$ cat src/rtl/ysyx_23060201_ifu_pkg.sv
// rtl/ysyx_23060201_ifu_pkg.sv - shared encodings for the instruction fetch unit
package ysyx_23060201_ifu_pkg;

  // Fetch FSM states, 3-bit encoding.
  typedef enum logic [2:0] {
    IFU_REQ  = 3'd0,
    IFU_WAIT = 3'd1,
    IFU_OUT  = 3'd2,
    IFU_NPC  = 3'd3,
    IFU_HALT = 3'd4
  } ifu_state_e;

  // Fault cause codes reported on fault_cause.
  localparam logic [1:0] FAULT_NONE     = 2'd0;
  localparam logic [1:0] FAULT_MISALIGN = 2'd1;
  localparam logic [1:0] FAULT_MEMERR   = 2'd2;

  // Architectural PC after reset.
  localparam logic [31:0] IFU_RESET_PC = 32'h8000_0000;

endpackage

$ cat src/rtl/ysyx_23060201_ifu.sv
// rtl/ysyx_23060201_ifu.sv - non-pipelined instruction fetch unit with fault halt
module ysyx_23060201_ifu
  import ysyx_23060201_ifu_pkg::*;
#(
  parameter logic [31:0] RESET_PC = IFU_RESET_PC
) (
  input  logic        clk,
  input  logic        rst,
  output logic        imem_req_valid,
  input  logic        imem_req_ready,
  output logic [31:0] imem_req_addr,
  input  logic        imem_rsp_valid,
  input  logic [31:0] imem_rsp_data,
  input  logic        imem_rsp_err,
  output logic        inst_valid,
  input  logic        inst_ready,
  output logic [31:0] inst,
  output logic [31:0] inst_pc,
  input  logic        dnpc_valid,
  input  logic [31:0] dnpc,
  output logic        halted,
  output logic [1:0]  fault_cause,
  output logic [31:0] fetch_count
);

  ifu_state_e  state;
  ifu_state_e  state_next;
  logic [31:0] pc;

  // Outputs decode straight from registers so no input reaches an output combinationally.
  assign imem_req_valid = (state == IFU_REQ);
  assign imem_req_addr  = pc;
  assign inst_valid     = (state == IFU_OUT);
  assign halted         = (state == IFU_HALT);

  // Next-state logic; HALT is absorbing and only reset leaves it.
  always_comb begin
    state_next = state;
    case (state)
      IFU_REQ:  if (imem_req_ready) state_next = IFU_WAIT;
      IFU_WAIT: if (imem_rsp_valid) state_next = imem_rsp_err ? IFU_HALT : IFU_OUT;
      IFU_OUT:  if (inst_ready) state_next = IFU_NPC;
      IFU_NPC:  if (dnpc_valid) state_next = (dnpc[1:0] != 2'b00) ? IFU_HALT : IFU_REQ;
      IFU_HALT: state_next = IFU_HALT;
      default:  state_next = IFU_HALT;
    endcase
  end

  // State register.
  always_ff @(posedge clk) begin
    if (rst) begin
      state <= IFU_REQ;
    end else begin
      state <= state_next;
    end
  end

  // PC, instruction latch, fault cause and retire counter; reset beats any handshake.
  always_ff @(posedge clk) begin
    if (rst) begin
      pc          <= RESET_PC;
      inst        <= 32'd0;
      inst_pc     <= 32'd0;
      fault_cause <= FAULT_NONE;
      fetch_count <= 32'd0;
    end else begin
      case (state)
        IFU_WAIT: begin
          if (imem_rsp_valid) begin
            if (imem_rsp_err) begin
              fault_cause <= FAULT_MEMERR;
            end else begin
              inst    <= imem_rsp_data;
              inst_pc <= pc;
            end
          end
        end
        IFU_OUT: begin
          if (inst_ready) fetch_count <= fetch_count + 32'd1;
        end
        IFU_NPC: begin
          if (dnpc_valid) begin
            if (dnpc[1:0] != 2'b00) begin
              fault_cause <= FAULT_MISALIGN;
            end else begin
              pc <= dnpc;
            end
          end
        end
        default: ;
      endcase
    end
  end

endmodule
$ cat config.mk
export PLATFORM = sky130hd
export DESIGN_NAME = ysyx_23060201_ifu
export DESIGN_NICKNAME = d
export VERILOG_FILES = /design/src/rtl/ysyx_23060201_ifu_pkg.sv /design/src/rtl/ysyx_23060201_ifu.sv
export SDC_FILE = /design/constraint.sdc
export NUM_CORES = 1
export LEC_CHECK = 0
export ABC_AREA = 0
export BUFFER_PORTS_ARGS = -buffer_cell sky130_fd_sc_hd__buf_2
export CORE_AREA = 5 5 115 117
export DETAILED_ROUTE_END_ITERATION = 10
export DIE_AREA = 0 0 120 122
export GPL_ROUTABILITY_DRIVEN = 0
export GPL_TIMING_DRIVEN = 0
export PLACE_DENSITY_LB_ADDON = 0.25
export SYNTH_ARGS = -nofsm -noshare
export SYNTH_HDL_FRONTEND = slang
export SYNTH_SLANG_ARGS = --single-unit
$ cat constraint.sdc
create_clock -name clk -period 2.14 [get_ports clk]
set_clock_uncertainty 0.15 [all_clocks]
set_input_delay 0.321 -clock clk [delete_from_list [all_inputs] [get_ports clk]]
set_output_delay 0.321 -clock clk [all_outputs]
set_load 0.02 [all_outputs]
==> Word-level counts from Yosys, hierarchy flattened <==
Index checks and enable logic that the tools add are counted.
{ "classes": {"n_addsub": 1, "eq_ne": 10, "n_mux": 12, "bitwise_logic": 2, "n_reduce_logical": 8} }
{ "ops": {"columns": ["op", "count"], "rows": [
  ["adder 32 x 1 -> 32 bit, second input constant", 1],
  ["2-to-1 mux 3 bit", 6],
  ["one-hot mux 3 bit (4 select lines)", 1],
  ["2-to-1 mux 2 bit", 4],
  ["!= test 2 bit, second input constant", 4],
  ["== test 3 x 2 -> 1 bit, second input constant", 2],
  ["AND reduction 3 bit", 2],
  ["AND reduction 5 bit", 1],
  ["!= test 2 x 1 -> 1 bit, second input constant", 2],
  ["one-hot mux 2 bit (2 select lines)", 1],
  ["AND reduction 4 bit", 1],
  ["nonzero test 2 bit", 2],
  ["== test 3 x 1 -> 1 bit, second input constant", 1],
  ["== test 3 bit, second input constant", 1],
  ["zero test 3 bit", 1],
  ["inverter 1 bit", 2],
  ["AND reduction 2 bit", 1]
]} }
{ "totals": {"reg_bits": 133, "inputBits": 71, "out_inout_bits": 133, "wordCells": 39} }

==> Depth between registers and ports, before layout <==
Gate-level depths: netlist of the first run.
{ "depth": {"word_depth": 4, "depth_mapped": 7, "depth_no_buf": 5} }

==> Worst setup path after synthesis of the first run <==
OpenSTA, ideal clock, no wires.
{ "synth_path": {"path_type": "reg-to-reg", "from": "reg fetch_count[0]", "to": "reg fetch_count[30]", "setup_ns": 0.070, "t_arrival_ns": 1.969, "required_ns": 1.920, "path_slack_ns": -0.049, "stages_incl_launch_ff": 7, "path_buffers": 1, "cell_sequence": "dfxtp_1 -> ha_1 -> nand4bb_1 -> or4_1 -> clkbuf_1 -> or4_1 -> a21oi_1"} }
{ "synth_via": {"elab_chain_len": 1} }
{ "synth_rtl": {"columns": ["item", "line", "source"], "rows": [
  ["from (decl)", "ysyx_23060201_ifu.sv:23", "output logic [31:0] fetch_count"],
  ["from (signal assigned)", "ysyx_23060201_ifu.sv:79", "if (inst_ready) fetch_count <= fetch_count + 32'd1;"],
  ["adder 32 x 1 -> 32 bit", "ysyx_23060201_ifu.sv:79", null]
]} }
No other way between the ends.
A chain may end at the register's enable or synchronous reset.

==> Worst setup path after layout of the first run <==
{ "layout_path": {"from": "reg state[2]", "to": "reg fetch_count[22]"} }
{ "layout_via": {"elab_chain_len": 2} }
{ "layout_rtl": {"columns": ["item", "line", "source"], "rows": [
  ["from (decl)", "ysyx_23060201_ifu.sv:26", "ifu_state_e state;"],
  ["from (signal assigned)", "ysyx_23060201_ifu.sv:54", "state <= state_next;"],
  ["== test 3 x 2 -> 1 bit", "ysyx_23060201_ifu.sv:67", "case (state)"],
  ["AND reduction 2 bit (no line)", null, null]
]} }
No other way between the ends.

==> results of run 1 <==
per-stage QoR:
stage / hold WS [ns] / worst slack, ns / area (um^2)
3_3_place_gp: 0.2829 / -0.2657 / 6371
4_1_cts: 0.002646 / 0.004627 / 7576
5_1_grt: 0.001569 / -0.01468 / 7636
6_report: 0.02037 / 0.07599 / 7636
2_1_floorplan: 0.2953 / 0.01848 / 5172
3_5_place_dp: 0.2812 / -0.2512 / 6371
layer usage:
metal	global-route usage	part of all wire	vias to the layer above
met5	0	0	-
met4	0.07874	0.014	0
met3	0.07196	0.061	20
met2	0.3815	0.51	152
met1	0.2507	0.42	2473
li1	-	-	2747
sequential cells by signal, summed over array words and instances, names as in the netlist:
register,cells
imem_req_addr,32
fault_cause,2
fetch_count,32
state,3
inst_pc,32
inst,32
path summary, 6_finish.rpt:
path	start	end	slack [ns]	depth (start not counted)
worst min register to register	fault_cause[0]	fault_cause[0]	0.29	2
worst max-delay path	state[2]	fetch_count[22]	0.08	7
worst max register to register	state[2]	fetch_count[22]	0.08	7
worst min-delay path	dnpc[28]	imem_req_addr[28]	0.02	3
report_power, final:
| group | switching [mW] | internal [mW] | total [mW] | leakage, nW |
|---|---|---|---|---|
| Sequential | 0.0117 | 2.50 | 2.51 | 1.08 |
| Combinational | 0.192 | 0.177 | 0.369 | 1.82 |
| Clock | 1.04 | 1.71 | 2.75 | 0.276 |
| Total | 1.24 | 4.39 | 5.63 | 3.18 |
logic make-up (layout without fill, tap and decap cells):
kind of cell,after synthesis,in the layout,share of synthesized area
fa+ha+maj,1,1,0.002420
compound gates,140,140,0.1421
flops,133,133,0.5150
simple gates,300,300,0.2732
buf+inv,54,349,0.04404
xor+xnor,10,10,0.01694
mux,3,3,0.006292
worst max-delay path, delay by kind of cell, from the launching register on:
family,cells,cell delay (ns)
AOI/OAI and AO/OA,1,0.13
buffers and inverters,3,0.41
DFF,1,0.30
and+or+nand+nor,3,1.02
Yosys cell counts, types with 7 or more instances:
library cell  instances
a21oi_1             118
clkbuf_1             37
dfxtp_1             133
inv_1                 8
nand2_1             200
nand3_1              11
nand4_1              11
nor2_1               15
o21ai_0               9
o31ai_1              11
or3_1                 8
or4_1                13
xnor2_1               7
cell type report:
type | count | share of cell area
clock buffers | 24 | 0.06439
repair buffers | 268 | 0.2160
well taps | 150 | 0.02458
clock inverters | 8 | 0.009667
inverters | 8 | 0.003932
plain buffers | 41 | 0.02638
multi-input cells | 454 | 0.3044
flip-flops and latches | 133 | 0.3506
timing repair:
item / in CTS / in global routing
buffers inserted: 4 / 3
gates resized for setup: 19 / 19
hold buffers: 58 / 0
pin swaps: 1 / 3
gates cloned: 0 / 1
setup endpoints to repair: 101 / 101
endpoints found under the hold margin: 58 / 0
==> results by group, run 1 <==
Floorplan
  – Die area: approximately 15,000 um^2
  – Die H: 122 um
  – Starting Density: 0.4217
  – Core ar.: approximately 12,000 um^2
  – IO Count: between 200 and 250
  – Core Rows: slightly above 40
  – Die Wd: between 100 and 150 um

Yosys
  – EDFF count, synth: 0
  – Synth area leaders: dfxtp_1 (52%), nand2_1 (15%), a21oi_1 (11%)
  – Seq/Total Area, Yosys: 0.5150
  – Flops & latches, synth: 133
  – Asr flop ratio synth: 0
  – Cell accounting for the most synthesized area: dfxtp_1
  – Cells after Synth: approximately 640
  – Mapped Area: 5170 um^2
  – Distinct cells, synth: 41
  – Post-synth net total: 713
  – Share of the synthesized area in the top cell type: 0.5150
  – Post-Syn Area per Cell: 8.065 um^2
  – Synth Warn #: 0
  – Post-synth top flop: dfxtp_1

STA
  – Fin. max-slew vios: 0
  – Final period util: 0.9645
  – Final hold viol count: 0
  – Max-slew headroom: 0.5670
  – Max Clock Freq: around 0.48 GHz
  – Worst Tran Pin Value: about 0.65 ns
  – Setup-failing EPs final: 0
  – Setup_tns: 0 ns
  – Final min period: roughly 2.1 ns
  – RSZ-0062 raised after global routing: yes

Worst setup path
  – Crit path max fanout: 10
  – Worst Path Required: 2.33 ns
  – Slowest-stage cell, CP: or4_4
  – CP dominant cell by count: buf_6
  – Crit end category: flip-flop
  – CP Data Arrival Time: between 2 and 2.5 ns
  – WS Path Type: flip-flop to flip-flop
  – Largest stage delay, worst path: 0.47 ns
  – Cells along the critical path: buf_6, nand4bb_4, buf_6, or3_4, buf_6, or4_4, a21oi_2
  – CP startpoint kind: flip-flop

Drt
  – First-pass iteration count of the detailed router: 4
  – Via density: 4.965
  – Post-Route WL: 16.26 mm
  – DR WL/cell: about 15 um
  – Via count: between 5,000 and 6,000
  – DR DRC count: 0
  – DRT iter0 DRCs: around 190
  – Post-route ant nets: 0

Placement
  – Placed cells: 993
  – DP Wirelength: about 11 mm
  – I/O Buffers: slightly above 200

CTS
  – CTS tree: done
  – TritonCTS buffer count: 17
  – Clk Latency, worst-skew pair: approximately 0.4 ns
  – H-tree levels: 4
  – Clk pin slew, worst setup/hold paths: 0.06 ns
  – Root buffer cell: clkbuf_16
  – Clk sinks: around 130
  – Max Root-Sink Buffers: 2

Run status
  – Status: finished clean

Final layout
  – Antenna diodes: 0
  – Multi-input logic area: 2325 um^2
  – Commonest cells after routing, fill and taps aside: buf_2 (208), nand2_1 (199), dfxtp_1 (123), a21oi_1 (117), dlygate4sd3_1 (58)
  – Synthesis-to-finish area growth: 47.70%
  – Fill cells: roughly 1,100
  – FF+latch area: roughly 2700 um^2
  – Final nets: approximately 1,000
  – Layout cells sized above 1: 0.3045
  – Commonest non-fill, non-tap cell in the layout: buf_2
  – Layout Cells excl Fill: between 1,000 and 1,500
  – Final Util: 0.6228

Pwr
  – Leakage: ~3.2 nW
  – Overall Power: 5.632 mW
  – Pwr/cell area: 737.6 nW/um^2
  – Worst VDD drop: between 0.0005 and 0.0006 V

GRT
  – Grt ovf: 0
  – Largest net degree at the start of global routing: 17
  – First-pass GRT wire length: roughly 26 mm
  – All-Layer GR Usage: 0.2186
  – Vias in the first global route: between 5,000 and 6,000
  – Initial antenna violation count: 0

Flow run
  – Max_cap viols: 0

Hold path
  – Hold Path Class: primary input to flip-flop
Note: power is estimated with default switching activity, not from simulation.
==> inputs of run 2 (changes only) <==
--- a/config.mk
+++ b/config.mk
@@ -7,9 +7,9 @@
 export LEC_CHECK = 0
 export ABC_AREA = 0
 export BUFFER_PORTS_ARGS = -buffer_cell sky130_fd_sc_hd__buf_2
-export CORE_AREA = 5 5 115 117
+export CORE_AREA = 5 5 116 118
 export DETAILED_ROUTE_END_ITERATION = 10
-export DIE_AREA = 0 0 120 122
+export DIE_AREA = 0 0 121 123
 export GPL_ROUTABILITY_DRIVEN = 0
 export GPL_TIMING_DRIVEN = 0
 export PLACE_DENSITY_LB_ADDON = 0.25
==> run 2 against run 1 <==
  * First-iteration DRC count grew 73%
  * Final cell count grew 1.6%
  * Sequential power is essentially flat
  * Setup slack gained 0.017 ns
  * Fmax grew 0.85%
  * Routed wire length shrank 2.9%
  * Final area grew 0.26%
  * Critical path depth shrank 2
==> results by group, run 2 (synthesis results as in run 1) <==
Worst setup path
  – Worst Path Required: 2.33 ns (about the same)
  – Slowest-stage cell, CP: or4_4 (unchanged)
  – CP bufs+invs: 1 (was 3)
  – WS Path Type: flip-flop to flip-flop (unchanged)
  – R2r startpoint: fetch_count[11] (was state[2])
  – Cells along the critical path: nand4_1, or4_4, buf_2, or3_1, a21oi_1 (was buf_6, nand4bb_4, buf_6, or3_4, buf_6, or4_4, a21oi_2)
  – CP Data Arrival Time: 2.24 ns (was 2.25 ns)
  – Largest stage delay, worst path: 0.59 ns (was 0.47 ns)
  – Critical R2R Capture: fetch_count[17] (was fetch_count[22])
  – Crit end category: flip-flop (unchanged)
  – CP startpoint kind: flip-flop (unchanged)
  – Register-to-Register Path Depth: 5 (was 7)
  – R2R Setup Slk: 0.09 ns (was 0.08 ns)
  – WP depth: 5 (was 7)
  – Crit path max fanout: 10 (unchanged)
  – Crit path max-delay family: simple AND/OR/NAND/NOR gates (unchanged)

Pwr
  – Sw Pwr: 1.249 mW (was 1.242 mW)
  – Sequential fraction of design power: 0.436 (was 0.446)
  – Internal: 4.503 mW (was 4.390 mW)
  – Pwr/cell area: 751.4 nW/um^2 (was 737.6 nW/um^2)
  – Power share of the combinational group: 0.064 (was 0.066)
  – Sw frac: 0.2172 (was 0.2205)
  – Worst VDD drop: 0.0005358 V (was 0.0005845 V)
  – Clock power share: 0.500 (was 0.489)
  – Overall Power: 5.752 mW (was 5.632 mW)
  – Leakage: 3.171 nW (was 3.179 nW)

Drt
  – Via count: 5,409 (was 5,392)
  – Post-Route WL: 15.79 mm (was 16.26 mm)
  – DR WL/cell: 14.31 um (was 14.98 um)
  – Via density: 4.904 (was 4.965)
  – DR DRC count: 0 (unchanged)
  – DRT iter0 DRCs: 330 (was 191)
  – Metal1 wirelength: 6.645 mm (was 6.815 mm)
  – Post-route ant nets: 0 (unchanged)
  – Max Used Layer: met4 (unchanged)
  – Metal3 WL: 1.015 mm (was 993 um)
  – Met2 Wirelength: 7.844 mm (was 8.222 mm)
  – First-pass iteration count of the detailed router: 4 (unchanged)

CTS
  – H-tree levels: 4 (unchanged)
  – Clk pin slew, worst setup/hold paths: 0.06 ns (about the same)
  – Clk Latency, worst-skew pair: 0.41 ns (about the same)
  – Max Root-Sink Buffers: 2 (unchanged)
  – CTS tree: done (unchanged)
  – Root buffer cell: clkbuf_16 (unchanged)
  – Clk sinks: 133 (unchanged)
  – TritonCTS buffer count: 17 (unchanged)

Placement
  – I/O Buffers: 202 (unchanged)
  – Setup WS pre-CTS: -0.2307 ns (was -0.2512 ns)
  – Placed cells: 1,015 (was 993)
  – DP Wirelength: 10.98 mm (was 10.77 mm)

Final layout
  – Commonest cells after routing, fill and taps aside: buf_2 (208), nand2_1 (199), dfxtp_1 (124), a21oi_1 (117), dlygate4sd3_1 (58) (was buf_2 (208), nand2_1 (199), dfxtp_1 (123), a21oi_1 (117), dlygate4sd3_1 (58))
  – Final nets: 990 (was 995)
  – Layout cells sized above 1: 0.2978 (was 0.3045)
  – Commonest non-fill, non-tap cell in the layout: buf_2 (unchanged)
  – Final Util: 0.6193 (was 0.6228)
  – Layout Cells excl Fill: 1,103 (was 1,086)
  – Synthesis-to-finish area growth: 48.09% (was 47.70%)

GRT
  – First-pass GRT wire length: 24.66 mm (was 25.81 mm)
  – All-Layer GR Usage: 0.2078 (was 0.2186)
  – Initial antenna violation count: 0 (unchanged)
  – Largest net degree at the start of global routing: 17 (unchanged)
  – Grt ovf: 0 (unchanged)
  – Vias in the first global route: 5,103 (was 5,217)

Hold path
  – Hold Path Class: primary input to flip-flop (unchanged)
  – Hold path endpoint: imem_req_addr[24] (was imem_req_addr[28])
  – Hold Path Depth: 3 (unchanged)
  – Hold_sp: dnpc[24] (was dnpc[28])

Floorplan
  – Core ar.: 12,360 um^2 (was 12,260 um^2)
  – Die area: 14,880 um^2 (was 14,640 um^2)
  – IO Count: 204 (unchanged)
  – Starting Density: 0.4182 (was 0.4217)
  – Die H: 123 um (was 122 um)
  – Core Rows: 41 (unchanged)
  – Die Wd: 121 um (was 120 um)

Run status
  – Status: finished clean (unchanged)

STA
  – Fin. max-slew vios: 0 (unchanged)
  – Setup-failing EPs final: 0 (unchanged)
  – Final hold viol count: 0 (unchanged)
  – Slack of the critical path: 0.09333 ns (was 0.07599 ns)
  – Final min period: 2.047 ns (was 2.064 ns)
  – Max-slew headroom: 0.5561 (was 0.5670)
  – Max Clock Freq: 0.4886 GHz (was 0.4845 GHz)
  – Final period util: 0.9564 (was 0.9645)
  – RSZ-0062 raised after global routing: no (was yes)
  – Worst Tran Pin Value: 0.6659 ns (was 0.6495 ns)

Flow run
  – Max_cap viols: 0 (unchanged)
-- run 2: area by class of cell --
class	count	area (um^2)
timing repair buffer	264	1634
clock inverter	8	98.84
buffer	40	186.4
antenna	1	2.502
sequential	133	2674
inverter	8	30.03
multi-input combinational	454	2327
clock buffer	23	488.0
fill	1107	4707
tap	172	215.2
-- run 2: layer usage --
metal	global-route usage	up-vias
met5	0	-
met4	0.08144	0
met3	0.06770	19
met2	0.3536	153
met1	0.2436	2507
li1	-	2730
-- run 2: power by group through the flow --
stage / sequential [mW] / clock (mW) / combinational [mW]
final: 2.51 / 2.88 / 0.366
after global routing: 2.51 / 3.03 / 0.397
after CTS: 2.51 / 2.92 / 0.362
after detailed placement: 2.56 / 0 / 0.276
after global placement: 2.56 / 0 / 0.276
after floorplan: 2.59 / 0 / 0.120
-- run 2: timing repair --
action,4_1_cts,5_1_grt
pin swaps,1,3
setup endpoints to repair,93,104
gates resized for setup,14,20
buffers inserted,3,1
hold endpoints to repair,58,0
hold buffers,58,0
-- run 2: worst register-to-register path, stage by stage (launching register included) --
cell,delay (ns)
dfxtp_1,0.45
nand4_1,0.13
or4_4,0.59
buf_2,0.20
or3_1,0.31
a21oi_1,0.14
-- run 2: stage by stage --
step | TNS (ns) | area [um^2] | hold WS (ns)
3_3_place_gp | -10.44 | 6399 | 0.2838
5_1_grt | 0 | 7654 | 0.02059
3_5_place_dp | -13.67 | 6399 | 0.2910
6_report | 0 | 7656 | 0.02346
4_1_cts | 0 | 7612 | 0.003092
2_1_floorplan | 0 | 5172 | 0.2953
-- run 2: worst max-delay path by stage --
stage,start,endpoint,slack (ns)
2_1_floorplan,fetch_count[7],fetch_count[31],0.02
3_3_place_gp,state[1],inst[15],-0.18
3_5_place_dp,state[1],inst_pc[22],-0.23
4_1_cts,fetch_count[8],fetch_count[31],0.004
5_1_grt,fetch_count[11],fetch_count[15],0.003
6_report,fetch_count[11],fetch_count[17],0.09
==> inputs of run 3 (changes only) <==
--- a/config.mk
+++ b/config.mk
@@ -7,9 +7,9 @@
 export LEC_CHECK = 0
 export ABC_AREA = 0
 export BUFFER_PORTS_ARGS = -buffer_cell sky130_fd_sc_hd__buf_2
-export CORE_AREA = 5 5 116 118
+export CORE_AREA = 5 5 162 86
 export DETAILED_ROUTE_END_ITERATION = 10
-export DIE_AREA = 0 0 121 123
+export DIE_AREA = 0 0 167 91
 export GPL_ROUTABILITY_DRIVEN = 0
 export GPL_TIMING_DRIVEN = 0
 export PLACE_DENSITY_LB_ADDON = 0.25
==> constraint.sdc (replaced) <==
create_clock -name clk -period 2.1 [get_ports clk]
set_clock_uncertainty 0.15 [all_clocks]
set_input_delay 0.315 -clock clk [delete_from_list [all_inputs] [get_ports clk]]
set_output_delay 0.315 -clock clk [all_outputs]
set_load 0.02 [all_outputs]
==> run 3 against run 2 <==
  * Hold slack lost 0.014 ns
  * Sequential cell count is the same
  * Clock power shrank 4%
  * Final cell count grew 0.45%
  * Setup slack lost 0.093 ns
  * Sequential share of layout area is essentially flat
  * Non-clock buffer count grew 7
  * Routed wire length grew 9.3%
  * Largest cell class unchanged
==> results by group, run 3 (synthesis results as in run 1) <==
Worst setup path
  – Slowest-stage cell, CP: or4_4 (unchanged)
  – Crit path max fanout: 10 (unchanged)
  – Largest stage delay, worst path: 0.59 ns (about the same)
  – R2r startpoint: state[2] (was fetch_count[11])
  – CP Launch Point: state[2] (was fetch_count[11])
  – Crit end category: flip-flop (unchanged)
  – CP startpoint kind: flip-flop (unchanged)
  – WS Path Type: flip-flop to flip-flop (unchanged)
  – CP Data Arrival Time: 2.28 ns (was 2.24 ns)
  – Cells along the critical path: buf_6, nand4bb_4, or4_4, buf_8, or3_1, a21oi_2 (was nand4_1, or4_4, buf_2, or3_1, a21oi_1)
  – Worst Path Required: 2.28 ns (was 2.33 ns)

Run status
  – Status: finished clean (unchanged)

STA
  – Final period util: 0.9999 (was 0.9564)
  – RSZ-0062 raised after global routing: yes (was no)
  – Worst Tran Pin Value: 0.6156 ns (was 0.6659 ns)
  – Final hold viol count: 0 (unchanged)
  – Final min period: 2.100 ns (was 2.047 ns)
  – Max Clock Freq: 0.4762 GHz (was 0.4886 GHz)
  – Fin. max-slew vios: 0 (unchanged)
  – Max-slew headroom: 0.5896 (was 0.5561)
  – Setup-failing EPs final: 0 (unchanged)

Floorplan
  – Core Rows: 29 (was 41)
  – Die Wd: 167 um (was 121 um)
  – IO Count: 204 (unchanged)
  – Starting Density: 0.4178 (was 0.4182)
  – Core ar.: 12,370 um^2 (was 12,360 um^2)
  – Die area: 15,200 um^2 (was 14,880 um^2)
  – Die H: 91 um (was 123 um)

CTS
  – Clk sinks: 133 (unchanged)
  – CTS tree: done (unchanged)
  – H-tree levels: 4 (unchanged)
  – Clk pin slew, worst setup/hold paths: 0.06 ns (about the same)
  – Root buffer cell: clkbuf_16 (unchanged)
  – Clk Latency, worst-skew pair: 0.40 ns (was 0.41 ns)
  – Max Root-Sink Buffers: 2 (unchanged)
  – TritonCTS buffer count: 17 (unchanged)

Drt
  – DR WL/cell: 15.57 um (was 14.31 um)
  – Post-Route WL: 17.26 mm (was 15.79 mm)
  – DRT iter0 DRCs: 340 (was 330)
  – DR DRC count: 0 (unchanged)
  – Post-route ant nets: 0 (unchanged)
  – Via density: 4.966 (was 4.904)
  – First-pass iteration count of the detailed router: 5 (was 4)
  – Via count: 5,502 (was 5,409)

Placement
  – Post-DP Area: 6401 um^2 (was 6399 um^2)
  – I/O Buffers: 202 (unchanged)
  – DP Wirelength: 12.18 mm (was 10.98 mm)

Final layout
  – Antenna diodes: 0 (was 1)
  – Multi-input logic area: 2338 um^2 (was 2327 um^2)
  – Layout cells sized above 1: 0.3209 (was 0.2978)
  – FF+latch area: 2694 um^2 (was 2674 um^2)
  – Commonest cells after routing, fill and taps aside: buf_2 (208), nand2_1 (200), dfxtp_1 (116), a21oi_1 (114), dlygate4sd3_1 (54) (was buf_2 (208), nand2_1 (199), dfxtp_1 (124), a21oi_1 (117), dlygate4sd3_1 (58))
  – Commonest non-fill, non-tap cell in the layout: buf_2 (unchanged)
  – Synthesis-to-finish area growth: 49.06% (was 48.09%)
  – Final instance area: 7706 um^2 (was 7656 um^2)
  – Final nets: 997 (was 990)
  – Fill cells: 1,102 (was 1,107)

Pwr
  – Pwr/cell area: 740.2 nW/um^2 (was 751.4 nW/um^2)
  – Overall Power: 5.704 mW (was 5.752 mW)
  – Worst VDD drop: 0.0004095 V (was 0.0005358 V)
  – Leakage: 3.193 nW (was 3.171 nW)

GRT
  – First-pass GRT wire length: 27.16 mm (was 24.66 mm)
  – Largest net degree at the start of global routing: 17 (unchanged)
  – Initial antenna violation count: 0 (unchanged)
  – All-Layer GR Usage: 0.2178 (was 0.2078)
  – Grt ovf: 0 (unchanged)
  – Vias in the first global route: 5,036 (was 5,103)

Hold path
  – Hold Path Class: primary input to flip-flop (unchanged)
  – Hold_sp: imem_rsp_data[22] (was dnpc[24])

Flow run
  – Max_cap viols: 0 (unchanged)
-- run 3: cell count changes in the layout (fill, tap and decap cells not counted), sizes merged, moves of 2 or more --
cell,previous run,this run
inv,8,11
dlygate4sd3,58,54
buf,214,225
clkbuf,55,50
clkinvlp,2,4
clkinv,4,6
-- run 3: final timing paths --
path	depth (start not counted)	to	slack, ns
hold reg to reg	2	inst[31]	0.30
hold / removal	3	inst[22]	0.009
setup reg to reg	6	fetch_count[15]	0.0002
setup / recovery	6	fetch_count[15]	0.0002
-- run 3: power breakdown --
part / switching, mW / internal, mW / leakage, nW / total (mW)
registers: 0.0134 / 2.54 / 1.08 / 2.55
logic: 0.201 / 0.180 / 1.85 / 0.381
clock network: 1.13 / 1.64 / 0.263 / 2.77
total: 1.35 / 4.36 / 3.19 / 5.70
-- run 3: metal layers --
metal / global-route usage / share of wire / vias to the layer above
li1: - / - / 2743
met2: 0.3119 / 0.42 / 194
met5: 0 / 0 / -
met1: 0.3228 / 0.50 / 2554
met3: 0.05944 / 0.071 / 11
met4: 0.05650 / 0.0064 / 0
-- run 3: repair_timing --
item / 4_1_cts / 5_1_grt
pin swaps: 3 / 14
setup buffers: 6 / 7
hold buffers: 54 / 0
endpoints found under the hold margin: 54 / 0
resized for setup: 24 / 25
endpoints found under the setup margin: 99 / 85
-- run 3: worst max-delay path: cells and delay by family (launching register included) --
kind | cells | cell delay, ns
AO/OA/AOI/OAI | 1 | 0.16
buffers and inverters | 2 | 0.30
flip-flops | 1 | 0.32
AND/OR/NAND/NOR | 3 | 1.11
-- run 3: cell type report --
type,instances,share of cell area
Buffer,42,0.02760
Clock inverter,14,0.01656
Sequential cell,133,0.3496
Inverter,8,0.003897
Multi-Input combinational cell,454,0.3035
Timing Repair Buffer,269,0.2156
Tap cell,170,0.02760
Clock buffer,18,0.05569
-- run 3: metrics by stage --
stage	TNS, ns	std cells	hold WS, ns	setup WS, ns	utilization
3_3_place_gp	-22.38	1013	0.2917	-0.3652	0.5173
2_1_floorplan	0	641	0.2893	0.01085	-
6_report	0	1108	0.009093	0.0001714	0.6228
5_1_grt	-0.2178	1108	0.01126	-0.06727	0.6228
4_1_cts	-0.03038	1101	0.0003089	-0.03038	0.6138
3_5_place_dp	-22.38	1013	0.2935	-0.3730	0.5173
